File: config.mk
export PLATFORM = sky130hd
export DESIGN_NAME = enemy_path_walker
export DESIGN_NICKNAME = d
export VERILOG_FILES = /design/src/rtl/enemy_path_walker.sv
export SDC_FILE = /design/constraint.sdc
export NUM_CORES = 1
export LEC_CHECK = 0
export ABC_AREA = 1
export CORE_ASPECT_RATIO = 1.1
export CORE_MARGIN = 1.5
export CORE_UTILIZATION = 35
export CTS_CLUSTER_DIAMETER = 200
export DETAILED_ROUTE_END_ITERATION = 8
export GPL_TIMING_DRIVEN = 0
export HOLD_SLACK_MARGIN = 0.02
export PLACE_DENSITY = 0.7
export RECOVER_POWER = 100
export SKIP_LAST_GASP = 1
export SLEW_MARGIN = 5
export SYNTH_ARGS = -nofsm -noshare
export SYNTH_HDL_FRONTEND = slang
export SYNTH_SLANG_ARGS = --single-unit
File: constraint.sdc
create_clock -name clk -period 5 [get_ports clk]
set_clock_uncertainty 0.15 [all_clocks]
set_input_delay 1 -clock clk [delete_from_list [all_inputs] [get_ports clk]]
set_output_delay 1 -clock clk [all_outputs]
set_load 0.01 [all_outputs]
File: src/rtl/enemy_path_walker.sv
// Walks the enemy path ROM one waypoint per frame tick and retires the enemy on path end or kill.
// Optional ENEMY_PATH_LOOP_EN: on the last waypoint, restart at the latched start address.
module enemy_path_walker #(
  parameter int ADRESSWIDTH = 10,
  parameter int XWIDTH      = 11,
  parameter int YWIDTH      = 10,
  parameter int MAX_STEPS   = 255
) (
  input  logic                          clk,
  input  logic                          rst,
  input  logic                          spawn,
  input  logic [ADRESSWIDTH-1:0]        adr_start,
  input  logic                          frame_tick,
  input  logic                          kill,
  output logic [ADRESSWIDTH-1:0]        rom_adr,
  input  logic [XWIDTH+YWIDTH:0]        rom_data,
  output logic [XWIDTH-1:0]             enemy_x,
  output logic [YWIDTH-1:0]             enemy_y,
  output logic                          enemy_valid,
  output logic                          busy,
  output logic [7:0]                    step_cnt,
  output logic                          path_done,
  output logic                          flip_next
);
  localparam logic [7:0] MAX_W = 8'(MAX_STEPS);

  typedef enum logic [2:0] {S_IDLE, S_FETCH, S_WAIT, S_HOLD, S_DONE} state_t;

  state_t                   state_q, state_d;
  logic [ADRESSWIDTH-1:0]   rom_adr_q, rom_adr_d;
  logic [XWIDTH-1:0]        x_q, x_d;
  logic [YWIDTH-1:0]        y_q, y_d;
  logic                     valid_q, valid_d;
  logic                     last_q, last_d;
  logic [7:0]               step_q, step_d;
  logic                     done_q, done_d;
  logic                     flip_q, flip_d;
  logic                     busy_q, busy_d;
`ifdef ENEMY_PATH_LOOP_EN
  logic [ADRESSWIDTH-1:0]   start_q, start_d;
`endif

  always_comb begin
    state_d   = state_q;
    rom_adr_d = rom_adr_q;
    x_d       = x_q;
    y_d       = y_q;
    valid_d   = valid_q;
    last_d    = last_q;
    step_d    = step_q;
    done_d    = 1'b0;
    flip_d    = 1'b0;
`ifdef ENEMY_PATH_LOOP_EN
    start_d   = start_q;
`endif
    case (state_q)
      S_IDLE: if (spawn) begin
        rom_adr_d = adr_start;
        step_d    = 8'd0;
        state_d   = S_FETCH;
`ifdef ENEMY_PATH_LOOP_EN
        start_d   = adr_start;
`endif
      end
      S_FETCH: state_d = S_WAIT;
      S_WAIT: begin
        x_d     = rom_data[XWIDTH+YWIDTH-1:YWIDTH];
        y_d     = rom_data[YWIDTH-1:0];
        last_d  = rom_data[XWIDTH+YWIDTH];
        valid_d = 1'b1;
        step_d  = (step_q == 8'hFF) ? step_q : step_q + 8'd1;
        state_d = S_HOLD;
      end
      S_HOLD: if (frame_tick) begin
        if (step_q == MAX_W) begin
          state_d = S_DONE;
`ifndef ENEMY_PATH_LOOP_EN
          done_d  = 1'b1;
          flip_d  = 1'b1;
`endif
        end else if (last_q) begin
`ifdef ENEMY_PATH_LOOP_EN
          rom_adr_d = start_q;
          step_d    = 8'd0;
          state_d   = S_FETCH;
`else
          state_d   = S_DONE;
          done_d    = 1'b1;
          flip_d    = 1'b1;
`endif
        end else begin
          rom_adr_d = rom_adr_q + ADRESSWIDTH'(1);
          state_d   = S_FETCH;
        end
      end
      S_DONE: begin
        valid_d = 1'b0;
        state_d = S_IDLE;
      end
      default: state_d = S_IDLE;
    endcase
    // Kill overrides everything in the active states, including a same-cycle tick or capture.
    if (kill && (state_q == S_FETCH || state_q == S_WAIT || state_q == S_HOLD)) begin
      state_d   = S_IDLE;
      rom_adr_d = rom_adr_q;
      x_d       = x_q;
      y_d       = y_q;
      last_d    = last_q;
      step_d    = step_q;
      valid_d   = 1'b0;
      done_d    = 1'b0;
      flip_d    = 1'b1;
    end
    busy_d = (state_d != S_IDLE);
  end

  always_ff @(posedge clk) begin
    if (!rst) begin
      state_q   <= S_IDLE;
      rom_adr_q <= '0;
      x_q       <= '0;
      y_q       <= '0;
      valid_q   <= 1'b0;
      last_q    <= 1'b0;
      step_q    <= 8'd0;
      done_q    <= 1'b0;
      flip_q    <= 1'b0;
      busy_q    <= 1'b0;
`ifdef ENEMY_PATH_LOOP_EN
      start_q   <= '0;
`endif
    end else begin
      state_q   <= state_d;
      rom_adr_q <= rom_adr_d;
      x_q       <= x_d;
      y_q       <= y_d;
      valid_q   <= valid_d;
      last_q    <= last_d;
      step_q    <= step_d;
      done_q    <= done_d;
      flip_q    <= flip_d;
      busy_q    <= busy_d;
`ifdef ENEMY_PATH_LOOP_EN
      start_q   <= start_d;
`endif
    end
  end

  assign rom_adr     = rom_adr_q;
  assign enemy_x     = x_q;
  assign enemy_y     = y_q;
  assign enemy_valid = valid_q;
  assign busy        = busy_q;
  assign step_cnt    = step_q;
  assign path_done   = done_q;
  assign flip_next   = flip_q;
endmodule

=== After elaboration in Yosys (flattened, before gate mapping) ===
Cells that the tools add are included.

* Logic and storage cells: 56
* Memory bits (writable): 0
* Memories kept: 0
* Bits of input ports: 37
* Memory bits (read-only): 0
* Latch bits: 0
* Bits in registers: 47

* Multipliers: 0
* Mux-type cells: 20
* Eq/ne operators: 10
* Order comparisons: 0
* Reduce and logical (&&, ||, !) cells: 12
* Bitwise logic cells: 2
* Shift-type cells: 0
* Divide/modulo/power cells: 0
* $add $sub $neg: 2

{| class="wikitable"
|+ Operators with widths
! operator !! number
|-
| 10-bit two-way mux || 4
|-
| 10-bit one-hot mux with 2 select lines || 1
|-
| 8-bit two-way mux || 2
|-
| 8-bit one-hot mux with 2 select lines || 1
|-
| 3-bit two-way mux || 5
|-
| 3-bit one-hot mux with 4 select lines || 1
|-
| 10-bit by 1-bit adder with 10-bit output (second input constant) || 1
|-
| 2-bit != test (second input constant) || 5
|-
| 8-bit by 1-bit adder with 8-bit output (second input constant) || 1
|-
| 8-bit == test (second input constant) || 1
|-
| 3-bit by 2-bit == test with 1-bit output (second input constant) || 2
|-
| 6-bit AND reduction || 1
|-
| 2-bit nonzero test || 3
|-
| 1-bit two-way mux || 5
|-
| 4-bit AND reduction || 1
|-
| 3-bit by 1-bit == test with 1-bit output (second input constant) || 1
|-
| 3-bit == test (second input constant) || 1
|-
| 3-bit zero test || 1
|-
| 3-bit nonzero test || 1
|-
| 1-bit logical OR || 2
|-
| 1-bit NOT || 2
|-
| 1-bit one-hot mux with 2 select lines || 1
|-
| 2-bit AND reduction || 1
|-
| 2-bit OR reduction || 1
|-
| 1-bit logical AND || 1
|}

=== Depth between registers and ports, before layout ===
Gate-level depths: netlist (run 1).

* Word-level depth: 6
* Gate-level depth with buffers: 9
* Mapped depth without buffers: 9

=== Worst setup path before layout (run 1) ===
OpenSTA, ideal clock, no wires.

* Path kind: input to register
* From: in kill
* To: reg step_q[4], in the netlist step_cnt[4]
* Slack: 3.036 ns
* Arrival: 1.748 ns
* Setup time: 0.066 ns
* Stages on the path: 8
* Cells stage by stage: inv_1 > nor3_1 > nor2_1 > nand2_2 > inv_2 > nand3_1 > nand2_1 > a21oi_2

* Word-level cells in the longest chain between the ends: 3

{| class="wikitable"
|+ RTL lines
! element !! RTL line !! source
|-
| start: declaration || 14 || <nowiki>input logic kill,</nowiki>
|-
| 1-bit logical AND || 103 || <nowiki>if (kill && (state_q == S_FETCH || state_q == S_WAIT || state_q == S_HOLD)) begin</nowiki>
|-
| 1-bit NOT (no line) || - ||
|-
| 4-bit AND reduction (no line) || - ||
|-
| end signal: assignment || 139 || <nowiki>step_q <= step_d;</nowiki>
|-
| end: declaration || 35 || <nowiki>logic [7:0] step_q, step_d;</nowiki>
|}

No other way between the ends.
A chain may end at the register's enable or synchronous reset.

=== Worst setup path after layout (run 1) ===
* From: in kill
* To: reg step_q[2], in the netlist step_cnt[2]

Same word-level chain as after synthesis.

==> flow_summary.toml, run 1 <==
[detailed_routing]
drc = 0
final_antenna_net_count = 0
post_drt_wl_per_cell_um = 12.5
drtPass1Iterations = 4
drt_wl_total_mm = 5.91
vias = 2336
via_per_inst = 4.95
drtIter0Drc = 86

[logic_synthesis]
synth_nets = 347
synth_top_area_cell = "dfxtp_1"
yosysSeqAreaShare = 0.432
synth_seq_cells = 47
ys_warn_count = 0
synth_area_um2 = 2180
ys_types = 25
synth.area.top_cells = "dfxtp_1 (43%), nand2_1 (12%), nand3_1 (9.9%)"
syn_inst = 308
synth_top_area_share = 0.432
syn_area_per_cell_um2 = 7.06

[critical_path]
cpPeakStageDelay_ps = 560
crit_family = "buffers and inverters"
start_kind = "input pin"
cp.arrival_ps = 2700
worstPathMaxFanout = 10
critical_path.cell_chain = "dlygate4sd3_1, inv_1, nor3_1, nor2_1, nand2_1, inv_1, nand3b_1, a21oi_1"
cp_common_cell = "inv_1"
criticalPathCategory = "input pin to register"
crit_slowest_cell = "dlygate4sd3_1"
crit_required_ps = 5030
worstSetupEndpointType = "register"
path_buf_inv = 3

[grt]
grt_pass1_vias = 2048
overflow = 0
grt.total_usage = 0.176
antenna_found_initial = 0
use_met2 = 0.300
use_met3 = 0.0500
gr-usage-met1 = 0.211
grt_pass1_wl_mm = 9.33
grt-busiest-layer = "met2"
grt_max_degree = 17

[cts]
clock-sinks = 47
cts-buffers-inserted = 5
clock_path_buffers = 2
clk_latency_ps = 310
cts_hold_buf = 0
cts_setup_buffers = 0
cts-htree-levels = 2
root_buffer = "clkbuf_8"
cts_resized = 0
cts_tree = "done"
path_clk_slew_ps = 100

[power_and_ir_drop]
p_int_mw = 0.607
leakage_nw = 1.32
irDropWorstVdd_mv = 0.161
pwr-share-comb = 0.160
netSwitchingFraction = 0.268
power.switching_mw = 0.222
power_frac_seq = 0.491
power_density_nw_per_um2 = 262
clockPowerShare = 0.348

[sta]
relSlewSlack = 0.654
timing.hold.ws_ps = 314
finalHoldViolations = 0
tns_ps = 0
rsz0062_at_grt = "no"
tightest_slew_ps = 519
fmax_ghz = 0.375
final-max-slew-violation-count = 0
period_share = 0.534
setup_violations = 0
period_minus_slack_ps = 2670

[floorplanning]
core.rowCount = 29
die_y_um = 85.7
die_x_um = 78.2
initial_core_util = 0.370
core_um2 = 5880
ioPinCount = 80
fp.dieArea_um2 = 6700

[layout]
layout.nets = 433
area_growth_syn_to_layout_pct = 45.5
final_cell_mix = "nand2_1 (72), dfxtp_1 (47), dlygate4sd3_1 (46)"
ff_latch_area_um2 = 941
final_common_cell = "nand2_1"
diodes = 0
multiInputGateArea_um2 = 1090
drive_gt1_frac = 0.0532
fillers = 600

[run_status]
outcome = "complete, no violations"

[job]
drv_cap = 0

[placement]
gp_congestion = 0.865
dpl.hpwl_mm = 4.46
io_buffer_count = 79

[min_path]
hp-class = "register to register"
[state kept, by name, indices dropped and copies added, names as in the netlist]
name         flops
enemy_y         10
rom_adr         10
path_done        1
flip_next        1
enemy_x         11
last_q           1
step_cnt         8
busy             1
enemy_valid      1
state_q          3
[tightest hold or removal path, stage by stage, from the launching register on]
cell     delay (ps)
dfxtp_1         320
nand2_1          60
a21oi_1          50
[cell families (layout without fill, tap and decap cells)]
group | Yosys count | in the layout | synth area share
AOI/OAI and AO/OA | 60 | 60 | 0.148
DFF | 47 | 47 | 0.432
buffers and inverters | 33 | 120 | 0.0598
and+or+nand+nor | 162 | 162 | 0.332
adders and majority gates | 2 | 2 | 0.0115
xor gates and xnor gates | 4 | 4 | 0.0161
[power by group through the flow]
stage	sequential, mW	combinational [mW]	clock (mW)
after detailed placement	0.417	0.140	0
after global routing	0.410	0.146	0.314
after CTS	0.408	0.140	0.298
after global placement	0.416	0.138	0
after floorplan	0.419	0.0606	0
final	0.408	0.133	0.289
[routing by layer]
metal  wire, µm  up-vias
li1           -     1195
met1       2590     1073
met2       2910       60
met3        309        8
met4        104        0
met5          0        -
[cells in the mapped netlist]
library cell and count:
o21bai_1 1, nand2_1 71, a311oi_1 1, buf_2 5, ha_1 2, nand3_1 43, nor2_1 33, a21oi_4 1
xor2_1 3, clkbuf_1 7, nand2_2 1, or2_2 2, xnor2_1 1, nand3b_1 3, nor3_4 1, inv_1 17
o22ai_1 1, nor3_1 2, dfxtp_1 47, a21oi_2 1, nand3_2 3, a21oi_1 36, inv_2 4, o21ai_0 19
nand4_1 3
[layout make-up]
cell class,count,area share
multi-input combinational,228,0.345
sequential,47,0.297
timing repair buffer,79,0.250
tap,77,0.0304
inverter,21,0.0249
clock buffer,5,0.0217
buffer,12,0.0158
clock inverter,3,0.0150
[final timing paths]
| kind | cells past startpoint | from | slack, ps | endpoint |
|---|---|---|---|---|
| worst min-delay path | 2 | enemy_y[3] | 310 | enemy_y[3] |
| worst min register to register | 2 | enemy_y[3] | 310 | enemy_y[3] |
| worst max register to register | 9 | step_cnt[0] | 2980 | rom_adr[9] |
| worst max-delay path | 8 | kill | 2330 | step_cnt[2] |
[metrics by stage]
stage | util | power [mW] | cells | setup WS [ps] | area, µm²
CTS | 0.541 | 0.847 | 472 | 2460 | 3180
global placement | 0.521 | 0.555 | 464 | 2170 | 3060
finish | 0.539 | 0.830 | 472 | 2330 | 3170
detailed placement | 0.521 | 0.556 | 464 | 2160 | 3060
floorplan | - | 0.480 | 308 | 3040 | 2180
global route | 0.539 | 0.870 | 472 | 2210 | 3170
Note: power is estimated with default switching activity, not from simulation.
==> run 2, diff against run 1 <==
- clock period: 5 -> 2.75 ns (I/O delays scaled with it)
==> flow_summary.toml, run 2 (same netlist as run 1, synthesis figures left out) <==
[power_and_ir_drop]
p_int_mw = 1.10
irDropWorstVdd_mv = 0.293
power_frac_seq = 0.491
power_density_nw_per_um2 = 476
netSwitchingFraction = 0.268
leakage_nw = 1.32
pwr-share-comb = 0.160
clockPowerShare = 0.348
power.switching_mw = 0.404

[sta]
tightest_slew_ps = 519
period_share = 0.807
final-max-slew-violation-count = 0
fmax_ghz = 0.450
period_minus_slack_ps = 2220
setup_violations = 0
tns_ps = 0
finalHoldViolations = 0
setup_slack_ps = 530
timing.hold.ws_ps = 314
rsz0062_at_grt = "no"
relSlewSlack = 0.654

[cts]
clk_latency_ps = 310
cts_tree = "done"
clock-sinks = 47
path_clk_slew_ps = 100
cts_setup_buffers = 0
cts_hold_buf = 0
root_buffer = "clkbuf_8"
cts_resized = 0
clock_path_buffers = 2
cts-buffers-inserted = 5
cts-htree-levels = 2

[critical_path]
r2r_end = "rom_adr[9]"
crit_path_end = "step_cnt[2]"
cpPeakStageDelay_ps = 560
ff2ff_path_depth = 9
critical_path.cell_chain = "dlygate4sd3_1, inv_1, nor3_1, nor2_1, nand2_1, inv_1, nand3b_1, a21oi_1"
cp.arrival_ps = 2250
crit_start = "kill"
timing.rr.start = "step_cnt[0]"
worstPathMaxFanout = 10
start_kind = "input pin"
critical_path_depth = 8
cp_common_cell = "inv_1"
worstSetupEndpointType = "register"
crit_slowest_cell = "dlygate4sd3_1"
crit_family = "buffers and inverters"
criticalPathCategory = "input pin to register"
r2r_slack_ps = 730
crit_required_ps = 2780
path_buf_inv = 3

[floorplanning]
fp.dieArea_um2 = 6700
die_x_um = 78.2
core_um2 = 5880
die_y_um = 85.7
initial_core_util = 0.370
ioPinCount = 80
core.rowCount = 29

[layout]
diodes = 0
largest_register_ffs = 11
area_growth_syn_to_layout_pct = 45.5
final_cell_mix = "nand2_1 (72), dfxtp_1 (47), dlygate4sd3_1 (45)"
layout.nets = 433
fillers = 600
final_common_cell = "nand2_1"
drive_gt1_frac = 0.0532

[detailed_routing]
final_antenna_net_count = 0
drtPass1Iterations = 4
vias = 2336
drt_wl_total_mm = 5.91
via_per_inst = 4.95
drc = 0
post_drt_wl_per_cell_um = 12.5
drtIter0Drc = 86

[placement]
gp_congestion = 0.865
dpl.hpwl_mm = 4.46
pre_cts_slack_ps = 357
io_buffer_count = 79

[grt]
grt.total_usage = 0.176
grt_max_degree = 17
antenna_found_initial = 0
grt_pass1_wl_mm = 9.33
grt_pass1_vias = 2048
overflow = 0

[min_path]
hp-class = "register to register"

[job]
drv_cap = 0

[run_status]
outcome = "complete, no violations"
## run 2: cell types whose count changed in the layout (fill, tap and decap cells not counted)
| cell | previous run | this run |
|---|---|---|
| clkdlybuf4s50_1 | 33 | 34 |
| dlygate4sd3_1 | 46 | 45 |
## run 2: worst min-delay path by stage
stage / startpoint / to / slack (ps) / cells after the start
after detailed placement: enemy_x[2] / enemy_x[2] / 300 / 2
final: enemy_y[3] / enemy_y[3] / 310 / 2
after CTS: enemy_x[2] / enemy_x[2] / 320 / 2
after global placement: enemy_x[1] / enemy_x[1] / 300 / 2
after floorplan: last_q / last_q / 300 / 2
after global routing: enemy_y[7] / enemy_y[7] / 330 / 2
## run 2: final cells by class
type	instances	area (µm²)	area share
inverters	21	78.8	0.0249
plain buffers	12	50.0	0.0158
repair buffers	79	791	0.250
clock inverters	3	47.5	0.0150
multi-input cells	228	1090	0.345
clock buffers	5	68.8	0.0217
flip-flops and latches	47	941	0.297
well taps	77	96.3	0.0304
## run 2: stage by stage
step	utilization	power [mW]	cells	area, µm²
2_1_floorplan	-	0.873	308	2180
3_3_place_gp	0.521	1.01	464	3060
3_5_place_dp	0.521	1.01	464	3060
4_1_cts	0.541	1.54	472	3180
5_1_grt	0.539	1.58	472	3170
6_report	0.539	1.51	472	3170
## run 2: power groups by stage
stage | logic, mW | clock network, mW | registers [mW]
2_1_floorplan | 0.110 | 0 | 0.762
3_3_place_gp | 0.252 | 0 | 0.757
3_5_place_dp | 0.254 | 0 | 0.757
4_1_cts | 0.255 | 0.543 | 0.742
5_1_grt | 0.266 | 0.570 | 0.746
6_report | 0.242 | 0.526 | 0.741
## run 2: layer usage
metal | global-route usage | share of wire | vias to the layer above
li1 | - | - | 1195
met1 | 0.211 | 0.44 | 1073
met2 | 0.300 | 0.49 | 60
met3 | 0.0500 | 0.052 | 8
met4 | 0.0682 | 0.018 | 0
met5 | 0 | 0 | -
## run 2: worst register-to-register path: cells and delay by family (launching register included)
kind                     cells  cell delay (ps)
AO/OA/AOI/OAI                1              140
adder cells (fa/ha/maj)      1              190
buffers and inverters        1               70
flip-flops                   1              390
AND/OR/NAND/NOR              6             1010
